## src/rtl/ifft_8point.sv

```systemverilog
// ifft_8point: 8-point radix-2 DIT inverse FFT with 1/8 scaling.
// Serial bit-reversed load, one butterfly per cycle, natural-order unload.
module ifft_8point #(
    parameter int N = 8,
    parameter int G = 3
) (
    input  logic                clk,
    input  logic                clear,
    input  logic                in_valid,
    input  logic signed [N-1:0] in_r,
    input  logic signed [N-1:0] in_im,
    output logic                in_ready,
    output logic                out_valid,
    output logic signed [N-1:0] out_r,
    output logic signed [N-1:0] out_im,
    output logic [2:0]          out_idx,
    output logic                busy
);
    localparam int W = N + G;
    localparam int P = W + 10;
    localparam logic signed [P-1:0] C = 181;

    typedef enum logic [1:0] {LOAD, COMPUTE, UNLOAD} state_t;

    state_t              state;
    logic [2:0]          in_cnt;
    logic [2:0]          out_cnt;
    logic [3:0]          bfly_cnt;
    logic signed [W-1:0] mem_r [8];
    logic signed [W-1:0] mem_i [8];

    logic [1:0]          stage;
    logic [1:0]          bsel;
    logic [2:0]          p_idx;
    logic [2:0]          q_idx;
    logic [2:0]          rev;
    logic [1:0]          m;
    logic signed [P-1:0] pr;
    logic signed [P-1:0] pim;
    logic signed [P-1:0] qr;
    logic signed [P-1:0] qim;
    logic signed [P-1:0] cs;
    logic signed [P-1:0] tr;
    logic signed [P-1:0] tim;

    assign stage = bfly_cnt[3:2];
    assign bsel  = bfly_cnt[1:0];
    assign rev   = {in_cnt[0], in_cnt[1], in_cnt[2]};

    // Pair addresses and twiddle index: stage s inserts a 0/1 at bit s
    always_comb begin
        p_idx = {bsel, 1'b0};
        q_idx = {bsel, 1'b1};
        m     = 2'd0;
        case (stage)
            2'd1: begin
                p_idx = {bsel[1], 1'b0, bsel[0]};
                q_idx = {bsel[1], 1'b1, bsel[0]};
                m     = {bsel[0], 1'b0};
            end
            2'd2: begin
                p_idx = {1'b0, bsel};
                q_idx = {1'b1, bsel};
                m     = bsel;
            end
            default: ;
        endcase
    end

    // Twiddle product t = W^m * mem[q]; j*q is an exact swap/negate
    always_comb begin
        pr  = P'(mem_r[p_idx]);
        pim = P'(mem_i[p_idx]);
        qr  = P'(mem_r[q_idx]);
        qim = P'(mem_i[q_idx]);
        cs  = (m == 2'd3) ? -C : C;
        tr  = qr;
        tim = qim;
        case (m)
            2'd2: begin
                tr  = -qim;
                tim = qr;
            end
            2'd1, 2'd3: begin
                tr  = ((qr * cs) >>> 8) - ((qim * C) >>> 8);
                tim = ((qr * C) >>> 8) + ((qim * cs) >>> 8);
            end
            default: ;
        endcase
    end

    function automatic logic signed [N-1:0] sat(input logic signed [W-1:0] v);
        if ((&v[W-1:N-1]) || (~|v[W-1:N-1]))
            return v[N-1:0];
        else if (v[W-1])
            return {1'b1, {(N-1){1'b0}}};
        else
            return {1'b0, {(N-1){1'b1}}};
    endfunction

    // Sample memory: bit-reversed load, then in-place halving butterflies
    always_ff @(posedge clk) begin
        if (state == LOAD && in_valid) begin
            mem_r[rev] <= W'(in_r);
            mem_i[rev] <= W'(in_im);
        end else if (state == COMPUTE) begin
            mem_r[p_idx] <= W'((pr + tr) >>> 1);
            mem_i[p_idx] <= W'((pim + tim) >>> 1);
            mem_r[q_idx] <= W'((pr - tr) >>> 1);
            mem_i[q_idx] <= W'((pim - tim) >>> 1);
        end
    end

    // Frame sequencing with registered handshake and output signals
    always_ff @(posedge clk or posedge clear) begin
        if (clear) begin
            state     <= LOAD;
            in_cnt    <= 3'd0;
            bfly_cnt  <= 4'd0;
            out_cnt   <= 3'd0;
            in_ready  <= 1'b1;
            out_valid <= 1'b0;
            out_r     <= '0;
            out_im    <= '0;
            out_idx   <= 3'd0;
            busy      <= 1'b0;
        end else begin
            case (state)
                LOAD: begin
                    out_valid <= 1'b0;
                    if (in_valid) begin
                        in_cnt <= in_cnt + 3'd1;
                        if (in_cnt == 3'd7) begin
                            state    <= COMPUTE;
                            in_ready <= 1'b0;
                            busy     <= 1'b1;
                        end
                    end
                end
                COMPUTE: begin
                    bfly_cnt <= bfly_cnt + 4'd1;
                    if (bfly_cnt == 4'd11) begin
                        bfly_cnt <= 4'd0;
                        state    <= UNLOAD;
                    end
                end
                UNLOAD: begin
                    out_valid <= 1'b1;
                    out_r     <= sat(mem_r[out_cnt]);
                    out_im    <= sat(mem_i[out_cnt]);
                    out_idx   <= out_cnt;
                    out_cnt   <= out_cnt + 3'd1;
                    if (out_cnt == 3'd7) begin
                        state    <= LOAD;
                        in_ready <= 1'b1;
                        busy     <= 1'b0;
                    end
                end
                default: state <= LOAD;
            endcase
        end
    end
endmodule

```

## config.mk

```make
export PLATFORM = sky130hd
export DESIGN_NAME = ifft_8point
export DESIGN_NICKNAME = d
export VERILOG_FILES = /design/src/rtl/ifft_8point.sv
export SDC_FILE = /design/constraint.sdc
export NUM_CORES = 1
export LEC_CHECK = 0
export CAP_MARGIN = 20
export CORE_MARGIN = 2
export CORE_UTILIZATION = 41
export CTS_CLUSTER_DIAMETER = 150
export DETAILED_ROUTE_END_ITERATION = 8
export PLACE_DENSITY = 0.6
export SLEW_MARGIN = 10
export SYNTH_ARGS = -nofsm -noshare
export SYNTH_HDL_FRONTEND = slang
export SYNTH_SLANG_ARGS = --single-unit
export TNS_END_PERCENT = 30
```

## constraint.sdc

```tcl
create_clock -name clk -period 14.3 [get_ports clk]
set_clock_uncertainty 0.1 [all_clocks]
set_input_delay 4.29 -clock clk [delete_from_list [all_inputs] [get_ports clk]]
set_output_delay 4.29 -clock clk [all_outputs]
set_load 0.05 [all_outputs]
```

==> key figures <==
Outcome
  • Outcome: finished clean

Placed design
  • Number of I/O port buffers: 40
  • Routability cong.: 0.966
  • DP Worst Slack: 2.48 ns
  • Dpl hpwl: 66,000 um

GRT
  • Gr ovfl total: 0
  • Met1 usage in global routing: 0.335
  • First-pass GRT wire length: 135,000 um
  • Largest net degree at the start of global routing: 67
  • Number of global-route vias before repair: 22,700
  • GR peak layer: met2
  • Met2 GRT Util: 0.434
  • Met3 usage: 0.0361
  • Overall routing resource usage: 0.263
  • Initial antenna violation count: 0

Floorplan
  • Initial Utilization: 0.414
  • Die area: 0.0669 mm^2
  • Die height: 259 um
  • Die Wd: 259 um
  • Core ar.: 0.0642 mm^2
  • # IOs: 41
  • Rows: 93

Logic synthesis
  • Post-synth cell types: 99
  • Synth Register Bits: 210
  • Top cell type's share of synthesized area: 0.199
  • Ranking of synthesized cells by area: edfxtp_1, fa_1, ha_1, nand2_1, inv_1
  • Mapped cell area: 0.0266 mm^2
  • Post-synth EDFFs: 176
  • Seq/Total Area, Yosys: 0.231
  • Async SR Flop Fraction: 0.162
  • Largest area contributor in the netlist: edfxtp_1
  • Top_reg_cell synth: edfxtp_1
  • Post-Syn Instances: 2,994
  • Mean Syn Cell Area: 8.88 um^2
  • Yosys warnings: 0

Drt
  • Initial drt markers: 2,229
  • DR vias/cell: 5.78
  • Detail Route Antenna Nets: 0
  • Total wire length: 87,500 um
  • Drc violations: 0
  • Drt wl/cell: 22.8 um
  • DR pass1 iterations: 6
  • Vias: 22,200

CTS
  • CTS tree: built
  • Sink Count: 210
  • Cts bufs inserted: 21
  • Hold buffer count at cts: 0
  • H-tree Lvls: 1
  • Worst-path clk slew: 0.07 ns
  • Post-CTS sizing: 0
  • CTS Buffer Depth: 3
  • Clock Root Buffer: clkbuf_16
  • Setup Fix Bufs, Post-CTS: 0
  • Clock latency on the worst-skew pair: 0.55 ns

Timing
  • Max-slew headroom: 0.146
  • # setup viols final: 0
  • Final period util: 0.844
  • Worst-Margin Slew: 1.28 ns
  • Max Freq: 82.8 MHz
  • Final worst slack: 2.23 ns
  • Slew Viols, Final: 0
  • Fin Setup TNS: 0 ns
  • Final min period: 12.07 ns
  • Final Hold Fails: 0
  • RSZ-0062 raised after global routing: no

Worst setup path
  • CP Launch Type: flop
  • Data arrival, critical path: 12.21 ns
  • Cell mode on critical path: o21ai_0
  • WP buf/inv: 6
  • Critical path's largest stage delay: 0.90 ns
  • CP endpoint kind: flop
  • CP max FO: 27
  • Critical path class: flop to flop
  • Max stage delay cell, worst path: mux2i_1
  • Worst EP required: 14.43 ns
  • Cell family contributing the most delay on the critical path: adder cells

Finish
  • P&R area growth vs syn: 8.06%
  • Most common cell after layout, fill and taps aside: nand2_1
  • Share of layout cells above drive strength 1: 0.0773
  • Nets: 3,477
  • Multi-input logic area: 0.0186 mm^2
  • Storage cell area: 0.00614 mm^2
  • Antenna Cells: 0
  • Most frequent cells in the layout: nand2_1, inv_1, ha_1
  • Fillers: 6,205

Flow run
  • Max-cap violations: 0

Hold path
  • Worst hold path class: flop to flop
-- worst reg2reg max path: cells and delay by family (launching register included) --
family	cells	cell delay [ns]
and+or+nand+nor	4	0.63
muxes	3	1.66
adders and majority gates	9	3.76
AOI/OAI and AO/OA	15	3.63
DFF	1	0.39
buffers and inverters	6	1.21
xor gates and xnor gates	2	0.38
-- area by class of cell --
class	instances	share of cell area
timing repair buffer	99	0.0300
inverter	378	0.0494
clock buffer	21	0.0183
clock inverter	17	0.00527
tap	855	0.0372
sequential	210	0.214
multi-input combinational	2265	0.646
-- path summary, 6_finish.rpt --
path	from	end	slack, ns	cells after the start
setup reg to reg	bfly_cnt[2]	mem_r[3][9]	2.23	39
max in group asynchronous	clear	out_cnt[0]	9.67	3
setup / recovery	bfly_cnt[2]	mem_r[3][9]	2.23	39
hold reg to reg	out_r[5]	out_r[5]	0.37	2
min in group asynchronous	clear	bfly_cnt[1]	4.05	3
hold / removal	out_r[5]	out_r[5]	0.37	2
-- sequential cells by signal (all words and copies together) (netlist names), 3 cells and up --
register and cells:
bfly_cnt 4, out_r 8, mem_r 88, out_idx 3, mem_i 88, in_cnt 3, out_im 8, out_cnt 3
-- logic make-up (layout without fill, tap and decap cells) --
kind of cell / Yosys count / count (layout) / share of synthesized area
simple gates: 985 / 985 / 0.162
buf+inv: 531 / 515 / 0.0765
compound gates: 529 / 529 / 0.125
fa+ha+maj: 483 / 483 / 0.286
flops: 210 / 210 / 0.231
xor+xnor: 128 / 128 / 0.0440
mux: 126 / 126 / 0.0749
other cells: 2 / 14 / 0.000282
-- stage by stage --
stage | utilization | instances | hold slack (ns) | area [um^2]
after CTS | 0.447 | 3842 | 0.380 | 28700
after floorplan | - | 3006 | 0.369 | 26600
after global routing | 0.447 | 3845 | 0.411 | 28700
final | 0.447 | 3845 | 0.375 | 28700
after global placement | 0.436 | 3804 | 0.364 | 28000
after detailed placement | 0.436 | 3804 | 0.365 | 28000
-- cells in the mapped netlist, types with 9 or more instances --
cell	instances
clkbuf_1	114
fa_1	208
dfrtp_1	33
mux4_2	57
o211ai_1	9
mux2i_1	59
xnor2_1	95
nand3_1	169
o21bai_1	15
nand2_1	426
and3_1	16
a221oi_1	16
nand4_1	19
xor2_1	28
o31ai_1	25
o21a_1	20
buf_1	22
a21o_1	27
nor2_1	241
o221ai_1	11
nor3_1	30
a21oi_1	196
o21ai_1	16
edfxtp_1	176
inv_1	377
o21ai_0	118
buf_2	12
nand2b_1	12
mux2_2	9
ha_1	275
nor2b_1	28
-- per-layer routing --
metal,share of wire,wire length [um],up-vias
li1,-,-,10100
met2,0.46,40600,1010
met3,0.075,6580,268
met1,0.40,34800,10800
met4,0.063,5530,0
met5,0,0,-
Power is not shown: default switching activity piles up to over one toggle a cycle in this logic, so the estimate is an artifact.
